## config.mk

```make
export PLATFORM = sky130hd
export DESIGN_NAME = array_sort_check_datapath_flat
export DESIGN_NICKNAME = d
export VERILOG_FILES = /design/src/rtl/array_sort_check_datapath_if.sv /design/src/rtl/array_sort_check_datapath.sv /design/src/flat_wrapper.sv
export SDC_FILE = /design/constraint.sdc
export NUM_CORES = 2
export LEC_CHECK = 0
export ABC_CLOCK_PERIOD_IN_PS = 8100
export CAP_MARGIN = 40
export CELL_PAD_IN_SITES_DETAIL_PLACEMENT = 0
export CELL_PAD_IN_SITES_GLOBAL_PLACEMENT = 1
export CORE_ASPECT_RATIO = 1.1
export CORE_UTILIZATION = 30
export CTS_BUF_LIST = sky130_fd_sc_hd__clkbuf_4 sky130_fd_sc_hd__clkbuf_8
export DETAILED_ROUTE_END_ITERATION = 10
export PLACE_DENSITY = 0.47
export SLEW_MARGIN = 5
export SYNTH_ARGS = -nofsm -noshare
export SYNTH_HDL_FRONTEND = slang
export SYNTH_SLANG_ARGS = --single-unit
```

## constraint.sdc

```tcl
create_clock -name clock -period 8.1 [get_ports clock]
set_input_delay 2.43 -clock clock [delete_from_list [all_inputs] [get_ports clock]]
set_output_delay 2.43 -clock clock [all_outputs]
set_load 0.05 [all_outputs]
```

## src/rtl/array_sort_check_datapath_if.sv

```systemverilog
// array_sort_check_datapath_if: control, write-port and status bundle between the sort-check FSM/producer and the datapath
interface array_sort_check_datapath_if #(parameter int WIDTH = 32, parameter int ADDR_W = 5);
  logic [ADDR_W-1:0] array_base;
  logic [ADDR_W:0]   length;
  logic              load_input;
  logic              load_index;
  logic              select_index;
  logic              wr_en;
  logic [ADDR_W-1:0] wr_addr;
  logic [WIDTH-1:0]  wr_data;
  logic              inversion_found;
  logic              end_of_array;
  logic              zero_length_array;
  logic              inversion_valid;
  logic [ADDR_W:0]   first_inversion;
  modport master (
    output array_base, length, load_input, load_index, select_index, wr_en, wr_addr, wr_data,
    input  inversion_found, end_of_array, zero_length_array, inversion_valid, first_inversion
  );
  modport slave (
    input  array_base, length, load_input, load_index, select_index, wr_en, wr_addr, wr_data,
    output inversion_found, end_of_array, zero_length_array, inversion_valid, first_inversion
  );
endinterface

```

## src/rtl/array_sort_check_datapath.sv

```systemverilog
// array_sort_check_datapath: array storage plus adjacent-pair walker reporting the first out-of-order element
module array_sort_check_datapath #(
  parameter int WIDTH  = 32,
  parameter int ADDR_W = 5,
  parameter bit SIGNED = 1'b1
) (
  input logic clock,
  input logic reset,
  array_sort_check_datapath_if.slave bus
);
  localparam int DEPTH = 1 << ADDR_W;
  logic [WIDTH-1:0]  mem [DEPTH];
  logic [ADDR_W-1:0] baseR, addrA, addrB;
  logic [ADDR_W:0]   lenR, indexR, invIdxR;
  logic              invValidR, greater, found, clear;
  logic [WIDTH-1:0]  elemA, elemB;
  // Addresses wrap modulo DEPTH so an array may straddle the top of memory
  assign addrB   = baseR + indexR[ADDR_W-1:0];
  assign addrA   = addrB - 1'b1;
  assign elemA   = mem[addrA];
  assign elemB   = mem[addrB];
  assign greater = SIGNED ? ($signed(elemA) > $signed(elemB)) : (elemA > elemB);
  assign found   = (indexR != '0) & (indexR < lenR) & greater;
  assign clear   = bus.load_index & ~bus.select_index;
  assign bus.inversion_found   = found;
  assign bus.end_of_array      = ({1'b0, indexR} + 1'b1) >= {1'b0, lenR};
  assign bus.zero_length_array = (lenR == '0);
  assign bus.inversion_valid   = invValidR;
  assign bus.first_inversion   = invIdxR;
  always_ff @(posedge clock) begin
    if (bus.wr_en) mem[bus.wr_addr] <= bus.wr_data;
  end
  always_ff @(posedge clock or negedge reset) begin
    if (!reset) begin
      baseR     <= '0;
      lenR      <= '0;
      indexR    <= '0;
      invValidR <= 1'b0;
      invIdxR   <= '0;
    end else begin
      if (bus.load_input) begin
        baseR <= bus.array_base;
        lenR  <= bus.length;
      end
      if (bus.load_index) indexR <= !bus.select_index ? '0 : (&indexR) ? indexR : indexR + 1'b1;
      if (clear) begin
        invValidR <= 1'b0;
        invIdxR   <= '0;
      end else if (found && !invValidR) begin
        invValidR <= 1'b1;
        invIdxR   <= indexR;
      end
    end
  end
endmodule

```

## src/flat_wrapper.sv

```systemverilog
// flat-port wrapper written by rule: the top's interface ports become plain ports
module array_sort_check_datapath_flat 
#(
  parameter int WIDTH  = 32,
  parameter int ADDR_W = 5,
  parameter bit SIGNED = 1'b1
)
  (clock, reset, bus_array_base, bus_length, bus_load_input, bus_load_index, bus_select_index, bus_wr_en, bus_wr_addr, bus_wr_data, bus_inversion_found, bus_end_of_array, bus_zero_length_array, bus_inversion_valid, bus_first_inversion);
  array_sort_check_datapath_if #(.WIDTH(WIDTH), .ADDR_W(ADDR_W)) bus_i ();
  input logic clock;
  input logic reset;
  input wire logic [$bits(bus_i.array_base)-1:0] bus_array_base;
  input wire logic [$bits(bus_i.length)-1:0] bus_length;
  input wire logic [$bits(bus_i.load_input)-1:0] bus_load_input;
  input wire logic [$bits(bus_i.load_index)-1:0] bus_load_index;
  input wire logic [$bits(bus_i.select_index)-1:0] bus_select_index;
  input wire logic [$bits(bus_i.wr_en)-1:0] bus_wr_en;
  input wire logic [$bits(bus_i.wr_addr)-1:0] bus_wr_addr;
  input wire logic [$bits(bus_i.wr_data)-1:0] bus_wr_data;
  output wire logic [$bits(bus_i.inversion_found)-1:0] bus_inversion_found;
  output wire logic [$bits(bus_i.end_of_array)-1:0] bus_end_of_array;
  output wire logic [$bits(bus_i.zero_length_array)-1:0] bus_zero_length_array;
  output wire logic [$bits(bus_i.inversion_valid)-1:0] bus_inversion_valid;
  output wire logic [$bits(bus_i.first_inversion)-1:0] bus_first_inversion;
  assign bus_i.array_base = bus_array_base;
  assign bus_i.length = bus_length;
  assign bus_i.load_input = bus_load_input;
  assign bus_i.load_index = bus_load_index;
  assign bus_i.select_index = bus_select_index;
  assign bus_i.wr_en = bus_wr_en;
  assign bus_i.wr_addr = bus_wr_addr;
  assign bus_i.wr_data = bus_wr_data;
  assign bus_inversion_found = bus_i.inversion_found;
  assign bus_end_of_array = bus_i.end_of_array;
  assign bus_zero_length_array = bus_i.zero_length_array;
  assign bus_inversion_valid = bus_i.inversion_valid;
  assign bus_first_inversion = bus_i.first_inversion;
  array_sort_check_datapath #(.WIDTH(WIDTH), .ADDR_W(ADDR_W), .SIGNED(SIGNED)) u_core (.clock(clock), .reset(reset), .bus(bus_i));
endmodule
```

; ---- Word-level counts from Yosys, hierarchy flattened
; Memories as Yosys holds them, arrays and structs flattened.
; Cells that the tools add are included.
[classes]
add_sub_neg = 4
n_bitwise = 4
eq_ne = 1
reduce_logical = 7
mux = 8
magnitude_cmp = 3
[op_table]
columns = operator, n
row1 = > comparator 32 bit, 1
row2 = 2-to-1 mux 6 bit, 4
row3 = "adder 6 x 1 -> 7 bit, second input constant", 1
row4 = greater-or-equal comparator 7 x 6 -> 1 bit, 1
row5 = "adder 6 x 1 -> 6 bit, second input constant", 1
row6 = logical NOT 6 bit, 1
row7 = < comparator 6 bit, 1
row8 = AND reduction 6 bit, 1
row9 = nonzero test 6 bit, 1
row10 = adder 5 bit, 1
row11 = "subtractor 5 x 1 -> 5 bit, second input constant", 1
row12 = 2-to-1 mux 1 bit, 4
row13 = AND 1 bit, 3
row14 = "inequality test 2 bit, second input constant", 1
row15 = AND reduction 2 bit, 1
row16 = nonzero test 2 bit, 1
row17 = logical AND 1 bit, 1
row18 = logical NOT 1 bit, 1
row19 = NOT 1 bit, 1
[word_totals]
output_inout_bits = 10
mem_count = 1
in_bits = 54
regBits = 24
elab_cells = 33
ramBits = 1024
[mem_list]
columns = name, depth, width, rd, rd_clocked_by_memory_dff, write_ports, line_no
row1 = u_core.mem, 32, 32, 2, 0, 1, array_sort_check_datapath.sv:12  ; logic [WIDTH-1:0] mem [DEPTH];

; ---- Depth between registers and ports, before layout
; An unclocked memory read counts as a cell.
[depth]
depth_word = 8
ltp_mapped = 23
ltp_nobuf = 18

; ---- Worst setup path after synthesis
; OpenSTA, ideal clock, no wires.
[synth_timing]
path_type = reg-to-output
from = register u_core.indexR[0]
to = output bus_inversion_found
n_path_buf = 6
setup_slack_ns = -0.154
path_stages_with_launch = 23
required_ns = 5.670
arrival_ns = 5.824
cell_sequence = dfrtp_1 ha_1 buf_2 inv_2 buf_2 buf_4 buf_2 ha_1 xnor2_4 buf_2 buf_2 mux4_2 mux2i_1 o22ai_1 a221o_1 ha_1 a41oi_1 o21ai_1 a221o_1 o31a_1 or3_4 and2_2 nor2_1
[synth_via]
elab_chain_cells = 5
elab_cells_between_ends = 8
cone_classes = 2 x add/sub / 2 x order compare / 2 x bitwise / 1 x reduce/logical / 1 x memory
[synth_rtl]
columns = element, line_no
row1 = "start, declared", array_sort_check_datapath.sv:14  ; logic [ADDR_W:0] lenR, indexR, invIdxR;
row2 = "start signal, assigned", array_sort_check_datapath.sv:45  ; if (bus.load_index) indexR <= !bus.select_index ? '0 : (&indexR) ? indexR : indexR + 1'b1;
row3 = adder 5 bit, array_sort_check_datapath.sv:18  ; assign addrB = baseR + indexR[ADDR_W-1:0];
row4 = subtractor 5 x 1 -> 5 bit, array_sort_check_datapath.sv:19  ; assign addrA = addrB - 1'b1;
row5 = memory read (32 x 32 bit), n/a
row6 = > comparator 32 bit, array_sort_check_datapath.sv:22  ; assign greater = SIGNED ? ($signed(elemA) > $signed(elemB)) : (elemA > elemB);
row7 = AND 1 bit (*), array_sort_check_datapath.sv:23  ; assign found = (indexR != '0) & (indexR < lenR) & greater;
row8 = "end, declared", flat_wrapper.sv:20  ; output wire logic [$bits(bus_i.inversion_found)-1:0] bus_inversion_found;
; Mark *: on every way between the ends. The rest lies on a longest branch, timed or not.

; ---- Worst setup path after layout
; Same ends and word-level chain as after synthesis.

==> flow_metrics.py <==
metrics = {
    "logic_synthesis": {
        "synth_cell_type_count": 62,
        "synth-seq-area-share_pct": 63.0,
        "syn_inst": 2843,
        "synth_compound_area_share_pct": 3.85,
        "synth.area.mux_share_pct": 23.9,
        "synthArstFlopShare_pct": 2.29,
        "syn_nets": 2949,
        "synth-main-ff-cell": "edfxtp_1",
        "synth.avg_cell_area_um2": 17.5,
        "synth_top_family_by_area": "multiplexers",
        "synthAdderAreaFrac_pct": 1.32,
        "yosys_warnings": 0,
        "synth-xor-area-share_pct": 0.477,
        "synth-simple-area-share_pct": 5.29,
        "synth_edf_count": 1024,
        "syn_area_um2": 49800,
        "ys_ff_latch": 1048,
    },
    "finish": {
        "final_area_um2": 60600,
        "drive_gt1_share_pct": 35.4,
        "syn_to_final_growth_pct": 21.8,
        "fin_nets": 3315,
        "fillers": 15307,
    },
    "timing": {
        "rsz0062_at_grt": "true",
        "whs_ns": 0.526,
        "tightestPinTransition_ns": 0.881,
        "skew_ns": 0.0359,
        "setup_viol": 1,
        "max_freq_mhz": 114,
        "fin_setup_tns_ns": -0.697,
        "fin_ws_ns": -0.697,
        "hold_viol": 0,
        "post-route-min-period_ns": 8.80,
        "slew_headroom_pct": 41.2,
        "timing.final.crit_share_pct": 109,
        "drv_slew": 0,
    },
    "global_route": {
        "grt_pass1_vias": 32564,
        "grtUsageTotal_pct": 22.0,
        "grt_max_degree": 58,
        "grt_pass1_wl_mm": 257,
        "grt-ovfl-total": 0,
        "antenna_found_initial": 4,
    },
    "cts": {
        "cts-htree-levels": 4,
        "cts.sink_count": 1048,
        "cts_max_path_buffers": 3,
        "clk_latency_ns": 0.94,
        "clk_pin_slew_worst_paths_ns": 0.06,
        "cts_buffers": 182,
        "cts_root_buffer": "clkbuf_8",
        "cts_tree": "done",
        "hold_buffers": 0,
    },
    "power_and_ir_drop": {
        "powerDensity_nw_per_um2": 338,
        "p_leak_uw": 0.0203,
        "p_total_uw": 20500,
        "ir_worst_vdd_mv": 0.205,
    },
    "floorplanning": {
        "chipHeight_um": 429,
        "core_area_um2": 165000,
        "initial_core_util_pct": 30.3,
        "num_rows": 156,
        "die_area_um2": 168000,
        "die-width_um": 390,
        "ios": 64,
    },
    "hold_path": {
        "whs_path_depth": 2,
        "hp-start": "u_core.bus.first_inversion[5]",
        "hold_path_class": "reg2reg",
        "min_to": "u_core.bus.first_inversion[5]",
    },
    "drt": {
        "post-route-drc-count": 0,
        "vias": 30851,
        "drt-vias-per-instance": 5.54,
        "wl_per_cell_um": 33.0,
        "drt-total-wl_mm": 184,
        "postRouteAntennaNets": 0,
        "dr.pass1.iters": 5,
        "drt_iter0_markers": 3053,
    },
    "run_status": {
        "violations": "setup timing",
        "status": "finished, violations left",
    },
    "critical_path": {
        "cp-start-kind": "register",
        "worstRegToRegCells": 22,
        "r2r-start": "u_core.indexR[0]",
        "crit_arrival_ns": 6.37,
        "worstPathRequired_ns": 5.67,
        "timing.rr.end": "u_core.bus.first_inversion[3]",
        "crit_fanout": 16,
        "r2r_setup_slack_ns": 2.11,
        "cp-end-kind": "output pin",
        "path_class": "reg2out",
    },
    "placement": {
        "dpl-instance-area_um2": 56000,
        "gp_congestion": 0.823,
        "io_buffer_count": 63,
        "pre_cts_slack_ns": -0.508,
        "dp_hpwl_mm": 115,
    },
    "flow_run": {
        "cap_viol_max_count": 0,
    },
}
how the worst max path moves through the flow:
stage                           from                  end  slack [ns]
floorplan           u_core.indexR[0]  bus_inversion_found        0.07
global placement    u_core.indexR[0]  bus_inversion_found       -0.48
detailed placement  u_core.indexR[0]  bus_inversion_found       -0.51
CTS                 u_core.indexR[0]  bus_inversion_found       -0.81
global route        u_core.indexR[0]  bus_inversion_found       -0.89
finish              u_core.indexR[0]  bus_inversion_found       -0.70
synthesized netlist by cell type, drive strengths merged, types with 31 or more instances:
master | number | area (µm²)
edfxtp | 1024 | 30700
nand3 | 100 | 500
inv | 35 | 131
a221oi | 36 | 315
buf | 115 | 593
a31oi | 38 | 238
clkbuf | 95 | 357
ha | 51 | 638
and3 | 33 | 206
nor2 | 61 | 234
nand2 | 380 | 1430
a311oi | 31 | 272
mux4 | 455 | 10200
mux2i | 155 | 1550
metal layers:
| metal | track usage, % | vias to the layer above | share of wire, % |
|---|---|---|---|
| li1 | - | 12592 | - |
| met3 | 3.52 | 266 | 5.3 |
| met4 | 6.31 | 4 | 2.5 |
| met1 | 29.1 | 16821 | 42 |
| met5 | 0 | - | 0.014 |
| met2 | 36.9 | 1168 | 50 |
critical path, stage by stage, from the launching register on:
cell and delay (ns):
dfrtp_1 0.41, ha_4 0.18, fa_4 0.77, inv_2 0.06
ha_4 0.18, xnor2_4 0.15, buf_12 0.17, buf_12 0.15
buf_16 0.18, buf_4 0.16, mux4_2 0.30, mux2i_1 0.19
a32o_1 0.17, a221oi_2 0.04, ha_1 0.35, a41oi_2 0.18
o21ai_1 0.11, a221o_1 0.46, o31a_1 0.42, or3_4 0.37
and2_4 0.18, nor2_4 0.10, buf_12 0.14
registers in the layout, indices dropped and copies added (netlist names):
| signal | cells |
|---|---|
| u_core.baseR | 5 |
| u_core.indexR | 6 |
| u_core.lenR | 6 |
| u_core.mem | 1024 |
| u_core.bus.inversion_valid | 1 |
| u_core.bus.first_inversion | 6 |
placed cells by master, fill, tap and decap left out, types with 7 or more instances in the layout:
master and count:
bufinv_16 9, a222oi_1 17, a221oi_1 25, buf_4 200
ha_4 10, a21oi_1 24, nand2_1 379, nor2_4 37
buf_6 10, a221oi_2 9, buf_12 72, clkinv_1 42
mux2_2 9, a32o_1 7, edfxtp_1 1024, nor2_1 24
a311oi_1 31, a221o_1 20, xnor2_4 7, mux4_2 455
o21ai_0 16, o22ai_1 13, nand3_1 100, clkbuf_8 190
dfrtp_1 24, mux2i_1 151, a31oi_1 37, o22ai_2 7
and3_1 33, buf_16 16, inv_1 33, clkinv_2 34
nand3b_1 7, ha_1 40, clkdlybuf4s50_1 62, clkbuf_4 45
buf_8 30
what timing repair did:
action                     4_1_cts  5_1_grt
setup endpoints to repair        1        1
hold endpoints to repair         0        0
pin swaps                       22        5
setup buffers                   30        1
gates cloned                     8        0
resized for setup               62       16
cell type report:
type | count | area (µm²) | area share, %
Antenna cell | 1 | 2.50 | 0.00413
Clock buffer | 235 | 2950 | 4.87
Clock inverter | 96 | 716 | 1.18
Inverter | 35 | 139 | 0.229
Multi-Input combinational cell | 1550 | 18100 | 29.8
Sequential cell | 1048 | 31400 | 51.7
Tap cell | 2212 | 2770 | 4.56
Timing Repair Buffer | 392 | 4630 | 7.64
through the flow:
stage,util (%),instances
floorplan,-,2843
global placement,33.6,5155
detailed placement,34.0,5196
CTS,36.8,5565
global route,36.9,5569
finish,36.9,5569
kinds of logic after synthesis:
logic type | after synthesis
AO/OA/AOI/OAI | 249
buffers and inverters | 245
XOR/XNOR | 16
flip-flops | 1048
adder cells (fa/ha/maj) | 52
AND/OR/NAND/NOR | 613
multiplexers | 620
power breakdown:
group / switching, µW / total (µW) / internal [µW] / leakage [µW]
Clock: 2320 / 5000 / 2680 / 0.00195
Combinational: 5020 / 9400 / 4380 / 0.00880
Sequential: 41.9 / 6080 / 6040 / 0.00953
Note: power is estimated with default switching activity, not from simulation.
